### config.mk
export PLATFORM = sky130hd
export DESIGN_NAME = axi_wr_burst_monitor_flat
export DESIGN_NICKNAME = d
export VERILOG_FILES = /design/src/rtl/axi_wr_burst_monitor_if.sv /design/src/rtl/axi_wr_burst_monitor.sv /design/src/flat_wrapper.sv
export SDC_FILE = /design/constraint.sdc
export NUM_CORES = 1
export LEC_CHECK = 0
export CAP_MARGIN = 25
export CELL_PAD_IN_SITES_DETAIL_PLACEMENT = 2
export CELL_PAD_IN_SITES_GLOBAL_PLACEMENT = 2
export CORE_UTILIZATION = 37
export DETAILED_ROUTE_END_ITERATION = 8
export PLACE_DENSITY_LB_ADDON = 0.3
export SLEW_MARGIN = 20
export SYNTH_ARGS = -nofsm -noshare
export SYNTH_HDL_FRONTEND = slang
export SYNTH_SLANG_ARGS = --single-unit
### constraint.sdc
create_clock -name clk -period 6.3 [get_ports clk]
set_input_delay 0.63 -clock clk [delete_from_list [all_inputs] [get_ports clk]]
set_output_delay 0.63 -clock clk [all_outputs]
set_load 0.02 [all_outputs]
### src/rtl/axi_wr_burst_monitor_if.sv
// AXI4 write-channel probe bundle: AW/W/B signals seen by a passive monitor.
// The monitor modport only observes; master/slave are the real bus endpoints.
interface axi_probe_intf #(
  parameter int ADDR_W = 32,
  parameter int DATA_W = 32
);
  logic [ADDR_W-1:0]   awaddr;
  logic [7:0]          awlen;
  logic                awvalid;
  logic                awready;
  logic [DATA_W-1:0]   wdata;
  logic [DATA_W/8-1:0] wstrb;
  logic                wlast;
  logic                wvalid;
  logic                wready;
  logic [1:0]          bresp;
  logic                bvalid;
  logic                bready;

  modport master (
    output awaddr, awlen, awvalid, wdata, wstrb, wlast, wvalid, bready,
    input  awready, wready, bresp, bvalid
  );

  modport slave (
    input  awaddr, awlen, awvalid, wdata, wstrb, wlast, wvalid, bready,
    output awready, wready, bresp, bvalid
  );

  modport monitor (
    input awaddr, awlen, awvalid, awready, wlast, wvalid, wready,
    input bresp, bvalid, bready
  );
endinterface

### src/rtl/axi_wr_burst_monitor.sv
// Passive AXI4 write monitor: tracks outstanding AW, counts W beats against awlen,
// checks wlast placement and bresp; reports sticky errors and completion counters.
module axi_wr_burst_monitor #(
  parameter int ADDR_W   = 32,
  parameter int AW_DEPTH = 4,
  parameter int CNT_W    = 16
) (
  input  logic              clk,
  input  logic              reset,
  axi_probe_intf.monitor    bus,
  input  logic              clear,
  output logic              burst_done,
  output logic [ADDR_W-1:0] burst_addr,
  output logic [8:0]        burst_beats,
  output logic              err_wlast_early,
  output logic              err_wlast_late,
  output logic              err_w_no_aw,
  output logic              err_aw_ovf,
  output logic              err_b_orphan,
  output logic              err_bresp,
  output logic [CNT_W-1:0]  wr_done_cnt,
  output logic [3:0]        b_pending
);
  localparam int PTR_W = (AW_DEPTH > 1) ? $clog2(AW_DEPTH) : 1;
  localparam int CW    = PTR_W + 1;

  typedef enum logic {S_IDLE, S_BURST} state_t;

  state_t              r_state, w_state_nxt;
  logic [ADDR_W-1:0]   r_fifo_addr [AW_DEPTH];
  logic [7:0]          r_fifo_len  [AW_DEPTH];
  logic [PTR_W-1:0]    r_wptr, r_rptr;
  logic [CW-1:0]       r_count;
  logic [8:0]          r_beat_cnt, w_beat_nxt, w_beat_new, w_head_len1;
  logic                r_done;
  logic [ADDR_W-1:0]   r_burst_addr;
  logic [8:0]          r_burst_beats;
  logic [5:0]          r_err, w_err_set;
  logic [CNT_W-1:0]    r_wr_done;
  logic [3:0]          r_b_pending;

  logic w_aw_hs, w_w_hs, w_b_hs, w_empty, w_full;
  logic w_accept, w_close, w_push, w_b_ok;
  logic w_set_early, w_set_late, w_set_no_aw;

  assign w_aw_hs     = bus.awvalid & bus.awready;
  assign w_w_hs      = bus.wvalid & bus.wready;
  assign w_b_hs      = bus.bvalid & bus.bready;
  assign w_empty     = (r_count == '0);
  assign w_full      = (r_count == CW'(AW_DEPTH));
  assign w_head_len1 = {1'b0, r_fifo_len[r_rptr]} + 9'd1;
  assign w_beat_new  = r_beat_cnt + 9'd1;

  always_comb begin
    w_state_nxt = r_state;
    w_beat_nxt  = r_beat_cnt;
    w_accept    = 1'b0;
    w_close     = 1'b0;
    w_set_early = 1'b0;
    w_set_late  = 1'b0;
    w_set_no_aw = 1'b0;
    case (r_state)
      S_IDLE: begin
        if (w_w_hs) begin
          if (w_empty) w_set_no_aw = 1'b1;
          else         w_accept    = 1'b1;
        end
      end
      S_BURST: w_accept = w_w_hs;
      default: w_state_nxt = S_IDLE;
    endcase
    if (w_accept) begin
      w_beat_nxt  = w_beat_new;
      w_state_nxt = S_BURST;
      // The final counted beat closes the burst even when wlast is missing.
      if (bus.wlast || (w_beat_new == w_head_len1)) begin
        w_close     = 1'b1;
        w_set_early = bus.wlast && (w_beat_new < w_head_len1);
        w_set_late  = !bus.wlast;
        w_beat_nxt  = '0;
        w_state_nxt = S_IDLE;
      end
    end
  end

  // A full FIFO still takes a new address when the head retires this cycle.
  assign w_push = w_aw_hs && (!w_full || w_close);
  // A B arriving with the closing beat pairs with that burst, not an orphan.
  assign w_b_ok = w_b_hs && ((r_b_pending != 4'd0) || w_close);

  assign w_err_set = {w_b_ok && (bus.bresp != 2'b00),
                      w_b_hs && !w_b_ok,
                      w_aw_hs && w_full && !w_close,
                      w_set_no_aw, w_set_late, w_set_early};

  always_ff @(posedge clk) begin
    if (w_push) begin
      r_fifo_addr[r_wptr] <= bus.awaddr;
      r_fifo_len[r_wptr]  <= bus.awlen;
    end
  end

  always_ff @(posedge clk) begin
    if (!reset) begin
      r_state       <= S_IDLE;
      r_beat_cnt    <= '0;
      r_wptr        <= '0;
      r_rptr        <= '0;
      r_count       <= '0;
      r_done        <= 1'b0;
      r_burst_addr  <= '0;
      r_burst_beats <= '0;
      r_err         <= '0;
      r_wr_done     <= '0;
      r_b_pending   <= '0;
    end else begin
      r_state    <= w_state_nxt;
      r_beat_cnt <= w_beat_nxt;
      if (w_push)  r_wptr <= r_wptr + 1'b1;
      if (w_close) r_rptr <= r_rptr + 1'b1;
      r_count <= r_count + CW'(w_push) - CW'(w_close);
      r_done  <= w_close;
      if (w_close) begin
        r_burst_addr  <= r_fifo_addr[r_rptr];
        r_burst_beats <= w_beat_new;
      end
      r_err <= (r_err & {6{~clear}}) | w_err_set;
      if (w_b_ok && (bus.bresp == 2'b00) && (r_wr_done != '1))
        r_wr_done <= r_wr_done + 1'b1;
      if (w_close && !w_b_ok && (r_b_pending != 4'hF))
        r_b_pending <= r_b_pending + 4'd1;
      else if (!w_close && w_b_ok)
        r_b_pending <= r_b_pending - 4'd1;
    end
  end

  assign burst_done      = r_done;
  assign burst_addr      = r_burst_addr;
  assign burst_beats     = r_burst_beats;
  assign err_wlast_early = r_err[0];
  assign err_wlast_late  = r_err[1];
  assign err_w_no_aw     = r_err[2];
  assign err_aw_ovf      = r_err[3];
  assign err_b_orphan    = r_err[4];
  assign err_bresp       = r_err[5];
  assign wr_done_cnt     = r_wr_done;
  assign b_pending       = r_b_pending;
endmodule
### src/flat_wrapper.sv
// flat-port wrapper written by rule: the top's interface ports become plain ports
module axi_wr_burst_monitor_flat 
#(
  parameter int ADDR_W   = 32,
  parameter int AW_DEPTH = 4,
  parameter int CNT_W    = 16
)
  (clk, reset, clear, burst_done, burst_addr, burst_beats, err_wlast_early, err_wlast_late, err_w_no_aw, err_aw_ovf, err_b_orphan, err_bresp, wr_done_cnt, b_pending, bus_awaddr, bus_awlen, bus_awvalid, bus_awready, bus_wlast, bus_wvalid, bus_wready, bus_bresp, bus_bvalid, bus_bready);
  axi_probe_intf #(.ADDR_W(ADDR_W)) bus_i ();
  input  logic clk;
  input  logic reset;
  input  logic clear;
  output logic burst_done;
  output logic [ADDR_W-1:0] burst_addr;
  output logic [8:0] burst_beats;
  output logic err_wlast_early;
  output logic err_wlast_late;
  output logic err_w_no_aw;
  output logic err_aw_ovf;
  output logic err_b_orphan;
  output logic err_bresp;
  output logic [CNT_W-1:0] wr_done_cnt;
  output logic [3:0] b_pending;
  input wire logic [$bits(bus_i.awaddr)-1:0] bus_awaddr;
  input wire logic [$bits(bus_i.awlen)-1:0] bus_awlen;
  input wire logic [$bits(bus_i.awvalid)-1:0] bus_awvalid;
  input wire logic [$bits(bus_i.awready)-1:0] bus_awready;
  input wire logic [$bits(bus_i.wlast)-1:0] bus_wlast;
  input wire logic [$bits(bus_i.wvalid)-1:0] bus_wvalid;
  input wire logic [$bits(bus_i.wready)-1:0] bus_wready;
  input wire logic [$bits(bus_i.bresp)-1:0] bus_bresp;
  input wire logic [$bits(bus_i.bvalid)-1:0] bus_bvalid;
  input wire logic [$bits(bus_i.bready)-1:0] bus_bready;
  assign bus_i.awaddr = bus_awaddr;
  assign bus_i.awlen = bus_awlen;
  assign bus_i.awvalid = bus_awvalid;
  assign bus_i.awready = bus_awready;
  assign bus_i.wlast = bus_wlast;
  assign bus_i.wvalid = bus_wvalid;
  assign bus_i.wready = bus_wready;
  assign bus_i.bresp = bus_bresp;
  assign bus_i.bvalid = bus_bvalid;
  assign bus_i.bready = bus_bready;
  axi_wr_burst_monitor #(.ADDR_W(ADDR_W), .AW_DEPTH(AW_DEPTH), .CNT_W(CNT_W)) u_core (.clk(clk), .reset(reset), .bus(bus_i), .clear(clear), .burst_done(burst_done), .burst_addr(burst_addr), .burst_beats(burst_beats), .err_wlast_early(err_wlast_early), .err_wlast_late(err_wlast_late), .err_w_no_aw(err_w_no_aw), .err_aw_ovf(err_aw_ovf), .err_b_orphan(err_b_orphan), .err_bresp(err_bresp), .wr_done_cnt(wr_done_cnt), .b_pending(b_pending));
endmodule
==> flow_summary_export.csv, run 1 <==
group,metric,value,unit
grt,first_global_vias,7304,
clocking,clk_latency,0.55,ns
synth,ys_types,50,
worst_setup_path,crit_type,"reg -> reg",
sta,hold_viol,0,
sta,maxSlewViolCount,0,
floorplan,boundaryPins,120,
synth,syn_inst,717,
layout,utilization,47.5,%
synth,synth_edf_count,160,
detailed_routing,top_layer_used,"met4",
worst_setup_path,end_kind,"flop",
floorplan,die_x,166,um
floorplan,die_h,166,um
synth,synth.net_count,791,
sta,setup_viol,0,
pwr,peakVddDrop,0.230,mV
worst_setup_path,crit_path_start_kind,"flop",
outcome,status,"finished with violations",
layout,layout-drive-gt1-share,12.4,%
grt,antenna_found_initial,0,
synth,synth_seq_cells,247,
floorplan,rows,59,
synth,avgSynthCellArea,13.8,um2
placement,dpl-instance-area,0.0115,mm2
clocking,h-tree-depth,1,
detailed_routing,routed_wl,27.5,mm
detailed_routing,viasPerCell,5.40,
detailed_routing,ant_nets,0,
clocking,cts_made_buffers,27,
worst_setup_path,crit_chain,"mux4_2, ha_1, nand3_1, inv_1, and3_1, xnor2_1, ha_1, nand3_1, o31a_1, nor3_1, inv_1, ha_1, a21o_1, a21oi_1, mux2i_1, mux2i_1",
layout,diodes,0,
sta,relSlewSlack,36.0,%
worst_setup_path,crit_path_frequent_cell,"ha_1",
layout,layout_common_cells,"edfxtp_1 (160), clkdlybuf4s50_1 (119), nand2_1 (109), dfxtp_1 (85), a21oi_1 (51)",
sta,fin_ws,1.32,ns
clocking,hold_buffers,0,
synth,synth_ff_type,"edfxtp_1",
clocking,root_buffer,"clkbuf_16",
clocking,clkSinkCount,247,
clocking,cts_setup_buffers,0,
detailed_routing,routedWlPerCell,23.0,um
detailed_routing,firstDrtPassIters,7,
sta,tightest_slew,0.960,ns
sta,rsz0062_at_grt,"false",
worst_setup_path,cp_max_fo,8,
detailed_routing,met1_length,11.3,mm
pwr,powerDensity,335,mW/mm2
detailed_routing,remaining_drc_errors,9,
min_path,hold_path_class,"reg -> reg",
sta,finalSetupTns,0,ns
placement,io_buffer_count,119,
worst_setup_path,cpPeakStageDelay,0.65,ns
placement,place_hpwl,18.6,mm
sta,fmax,0.201,GHz
job,maxCapViolCount,0,
sta,timing.hold.ws,0.463,ns
pwr,leakagePower,4.08,nW
detailed_routing,vias,6452,
worst_setup_path,slowest_stage,"dfxtp_1",
floorplan,die-area,0.0275,mm2
detailed_routing,routed-wl-met2,14.7,mm
layout,fin_area,0.0125,mm2
floorplan,core_area,0.0262,mm2
layout,syn_to_final_growth,25.5,%
synth,ys_async_sr_fraction,0,%
clocking,cts-resized-gates,0,
placement,place_ws,1.32,ns
placement,place.gp.congestion,0.767,
synth,yosysWarnings,0,
layout,fillers,2492,
layout,nets,913,
grt,grt_pass1_wl,43.1,mm
worst_setup_path,arrival,5.44,ns
outcome,violations,"design-rule violations",
grt,grt_start_max_net_pins,44,
clocking,cts_tree,"yes",
floorplan,initial_core_util,37.9,%
layout,layout_commonest_cell,"edfxtp_1",
synth,synth.cell_area,0.00992,mm2
sta,fin_crit_sh,79.0,%
grt,grt_overflow,0,
grt,groute.usage.overall,20.4,%
sta,min_period,4.98,ns
worst_setup_path,critPathRequiredTime,6.76,ns
synth,seq_area_frac_synth,66.0,%
detailed_routing,wl_met3,1.05,mm
detailed_routing,drtIter0Drc,375,
clocking,cts_buffer_depth,3,
sta,finClkSkew,0.0162,ns
clocking,path_clk_slew,0.06,ns
-- cells in the mapped netlist (all sizes together) (2+ instances only) --
cell / instances / share of area, %
o21ai: 7 / 0.35
xnor2: 12 / 1.1
nand2: 110 / 4.2
nor3: 16 / 0.81
a22oi: 3 / 0.23
edfxtp: 160 / 48
fa: 2 / 0.40
nand2b: 8 / 0.50
inv: 19 / 0.72
buf: 19 / 1.1
and3: 7 / 0.44
a211oi: 2 / 0.15
clkbuf: 16 / 0.61
nand3: 20 / 1.0
nor2: 33 / 1.2
o31ai: 7 / 0.67
dfxtp: 87 / 18
nor4: 7 / 0.44
or3: 4 / 0.25
o31a: 2 / 0.18
o21a: 2 / 0.15
mux2i: 14 / 1.4
a21oi: 52 / 2.7
or4: 9 / 0.72
mux4: 40 / 9.1
ha: 20 / 2.5
nand4b: 4 / 0.35
xor2: 6 / 0.53
nor2b: 2 / 0.13
and2: 8 / 0.50
nand4: 8 / 0.57
-- logic make-up (layout without fill, tap and decap cells) --
logic type	after synthesis	in the layout	share of synthesized area [%]
AOI/OAI and AO/OA	84	84	5.29
adders and majority gates	22	22	2.92
DFF	247	247	66.0
muxes	54	54	10.5
and+or+nand+nor	238	238	11.3
xor gates and xnor gates	18	18	1.59
buffers and inverters	54	197	2.42
-- final timing paths --
check                                startpoint                            endpoint  slack, ns  depth (start not counted)
max                                        flop    u_core.b_pending[3]$_SDFFE_PN0P_       1.32                         16
max reg2reg                                flop    u_core.b_pending[3]$_SDFFE_PN0P_       1.32                         16
min reg2reg  u_core.burst_addr[31]$_SDFFE_PN0P_  u_core.burst_addr[31]$_SDFFE_PN0P_       0.46                          2
min          u_core.burst_addr[31]$_SDFFE_PN0P_  u_core.burst_addr[31]$_SDFFE_PN0P_       0.46                          2
-- area by class of cell --
type                    count  area [um2]  area share [%]
multi-input cells         416        3140            25.2
clock inverters            15         225            1.81
clock buffers              35         736            5.91
inverters                  19        71.3           0.573
flip-flops and latches    247        6550            52.6
repair buffers            128        1310            10.5
well taps                 335         419            3.37
-- through the flow --
| step | power [mW] | cells |
|---|---|---|
| after floorplan | 2.29 | 717 |
| after global placement | 2.46 | 1141 |
| after detailed placement | 2.51 | 1145 |
| after CTS | 4.22 | 1195 |
| after global routing | 4.32 | 1195 |
| final | 4.17 | 1195 |
-- critical path: cells and delay by family, from the launching register on --
family          cells  cell delay [ns]
xor+xnor            1             0.14
simple gates        4             1.11
mux                 3             1.05
buf+inv             2             0.29
flops               1             0.65
fa+ha+maj           3             0.90
compound gates      3             0.73
-- registers in the layout, indices dropped and copies added, names as in the netlist, named ones only --
name,cells
u_core.b_pending,4
u_core.r_fifo_addr,128
u_core.burst_done,1
u_core.r_count,3
u_core.wr_done_cnt,16
u_core.r_beat_cnt,9
u_core.r_wptr,2
u_core.r_rptr,2
u_core.r_fifo_len,32
u_core.r_state,1
u_core.burst_beats,9
u_core.r_err,6
u_core.burst_addr,32
-- power by group --
group          internal, mW  switching, mW  total (mW)  leakage (nW)
Sequential             1.82         0.0614        1.88          2.16
Combinational         0.249          0.348       0.597          1.46
Clock                  1.03          0.657        1.69         0.464
Total                  3.10           1.07        4.17          4.08
-- per-layer routing --
layer / track usage [%] / vias up
met5: 0 / -
met4: 5.28 / 0
met3: 3.10 / 38
met2: 38.2 / 153
met1: 24.4 / 3345
li1: - / 2916
Power figures use the tool's default switching activity.
==> run 2: changes to the inputs <==
clock period = 5.2 ns   (was 6.3 ns; I/O delays follow)
==> run 2 against run 1 <==
Via count grew 0.40%. Die area is the same. Clock skew grew 0.0050 ns. The flow still finishes with violations (design-rule violations).
==> flow_summary_export.csv, run 2 (synthesized netlist as in run 1, its figures left out) <==
group,metric,value,unit
outcome,status,"finished with violations",
outcome,violations,"design-rule violations",
layout,syn_to_final_growth,25.4,%
min_path,whs_path_depth,2,
layout,utilization,47.5,%
layout,nets,918,
clocking,cts_buffer_depth,3,
grt,groute.usage.overall,20.2,%
grt,antenna_found_initial,1,
detailed_routing,remaining_drc_errors,9,
layout,layout_common_cells,"edfxtp_1 (160), clkdlybuf4s50_1 (119), nand2_1 (109), dfxtp_1 (85), a21oi_1 (51)",
layout,top_register,"u_core.r_fifo_addr",
grt,first_global_vias,7228,
worst_setup_path,critPathRequiredTime,5.61,ns
sta,tightest_slew,1.02,ns
floorplan,rows,59,
detailed_routing,firstDrtPassIters,9,
sta,setup_viol,0,
floorplan,initial_core_util,37.9,%
floorplan,die_x,166,um
detailed_routing,drtIter0Drc,354,
worst_setup_path,slowest_stage,"dfxtp_1",
layout,layout_commonest_cell,"edfxtp_1",
pwr,peakVddDrop,0.249,mV
grt,grt_pass1_wl,42.9,mm
sta,fmax,0.218,GHz
detailed_routing,viasPerCell,5.39,
worst_setup_path,cp_max_fo,42,
detailed_routing,ant_nets,0,
clocking,cts_tree,"yes",
sta,rsz0062_at_grt,"false",
sta,hold_viol,0,
floorplan,die_h,166,um
layout,layout-drive-gt1-share,12.7,%
layout,largest_register_ffs,128,
placement,place_hpwl,18.4,mm
sta,relSlewSlack,32.2,%
clocking,root_buffer,"clkbuf_16",
worst_setup_path,crit_chain,"mux4_2, ha_1, nand3_1, inv_1, and3_1, xnor2_1, ha_1, nand3_1, o31ai_4, nand2_2, buf_4, inv_2, ha_1, inv_1, ha_1, fa_1, xnor2_1, nor2_1",
worst_setup_path,end_kind,"flop",
sta,fin_crit_sh,88.1,%
min_path,hold_path_class,"reg -> reg",
pwr,leakagePower,4.08,nW
detailed_routing,routed_wl,27.4,mm
grt,grt_start_max_net_pins,44,
sta,min_period,4.58,ns
clocking,hold_buffers,0,
clocking,cts_made_buffers,28,
placement,io_buffer_count,119,
worst_setup_path,crit_path_frequent_cell,"ha_1",
placement,place.gp.congestion,0.758,
worst_setup_path,crit_path_start_kind,"flop",
clocking,cts-resized-gates,0,
clocking,path_clk_slew,0.06,ns
floorplan,boundaryPins,120,
sta,finalSetupTns,0,ns
worst_setup_path,crit_type,"reg -> reg",
sta,maxSlewViolCount,0,
floorplan,core_area,0.0262,mm2
clocking,h-tree-depth,1,
pwr,powerDensity,399,mW/mm2
clocking,cts_setup_buffers,0,
grt,grt_overflow,0,
clocking,clk_latency,0.54,ns
worst_setup_path,worstRegToRegCells,18,
detailed_routing,vias,6478,
detailed_routing,routedWlPerCell,22.8,um
sta,finClkSkew,0.0213,ns
job,maxCapViolCount,0,
worst_setup_path,cpPeakStageDelay,0.66,ns
floorplan,die-area,0.0275,mm2
clocking,clkSinkCount,247,
worst_setup_path,arrival,4.99,ns
## run 2: per-layer routing
layer  vias to the layer above  routed length (um)  track usage [%]
met5                         -                   0                0
met1                      3369               11200             24.3
met2                       151               14600             37.9
met3                        34                1100             3.07
met4                         0                 428             4.43
li1                       2924                   -                -
## run 2: worst paths after layout
path	end	slack (ns)	startpoint
hold / removal	u_core.burst_addr[4]$_SDFFE_PN0P_	0.46	u_core.burst_addr[4]$_SDFFE_PN0P_
hold reg to reg	u_core.burst_addr[4]$_SDFFE_PN0P_	0.46	u_core.burst_addr[4]$_SDFFE_PN0P_
setup reg to reg	u_core.r_count[2]$_SDFF_PN0_	0.62	flop
setup / recovery	u_core.r_count[2]$_SDFF_PN0_	0.62	flop
## run 2: through the flow
stage | setup slack (ns) | hold slack [ns] | power (mW) | cells | instance area (um2)
2_1_floorplan | 0.745 | 0.458 | 2.77 | 717 | 9920
3_3_place_gp | 0.843 | 0.441 | 2.99 | 1149 | 11500
3_5_place_dp | 0.595 | 0.455 | 3.05 | 1149 | 11500
4_1_cts | 0.545 | 0.463 | 5.04 | 1200 | 12400
5_1_grt | 0.236 | 0.481 | 5.16 | 1201 | 12400
6_report | 0.618 | 0.462 | 4.97 | 1201 | 12400
## run 2: area by class of cell
| class | instances | area (um2) |
|---|---|---|
| timing repair buffer | 132 | 1340 |
| sequential | 247 | 6550 |
| clock inverter | 15 | 160 |
| fill | 2485 | 13800 |
| multi-input combinational | 416 | 3140 |
| inverter | 19 | 71.3 |
| tap | 335 | 419 |
| antenna | 1 | 2.50 |
| clock buffer | 36 | 762 |
## run 2: report_power, final
group	switching, mW	internal (mW)	total, mW	leakage [nW]
Clock	0.783	1.18	1.97	0.445
Combinational	0.419	0.306	0.725	1.48
Sequential	0.0805	2.20	2.28	2.16
Total	1.28	3.69	4.97	4.08
## run 2: critical path: cells and delay by family (launching register included)
kind                     cells  cell delay (ns)
multiplexers                 1             0.63
flip-flops                   1             0.66
adder cells (fa/ha/maj)      5             1.41
XOR/XNOR                     2             0.36
buffers and inverters        4             0.69
AND/OR/NAND/NOR              5             0.60
AO/OA/AOI/OAI                1             0.08
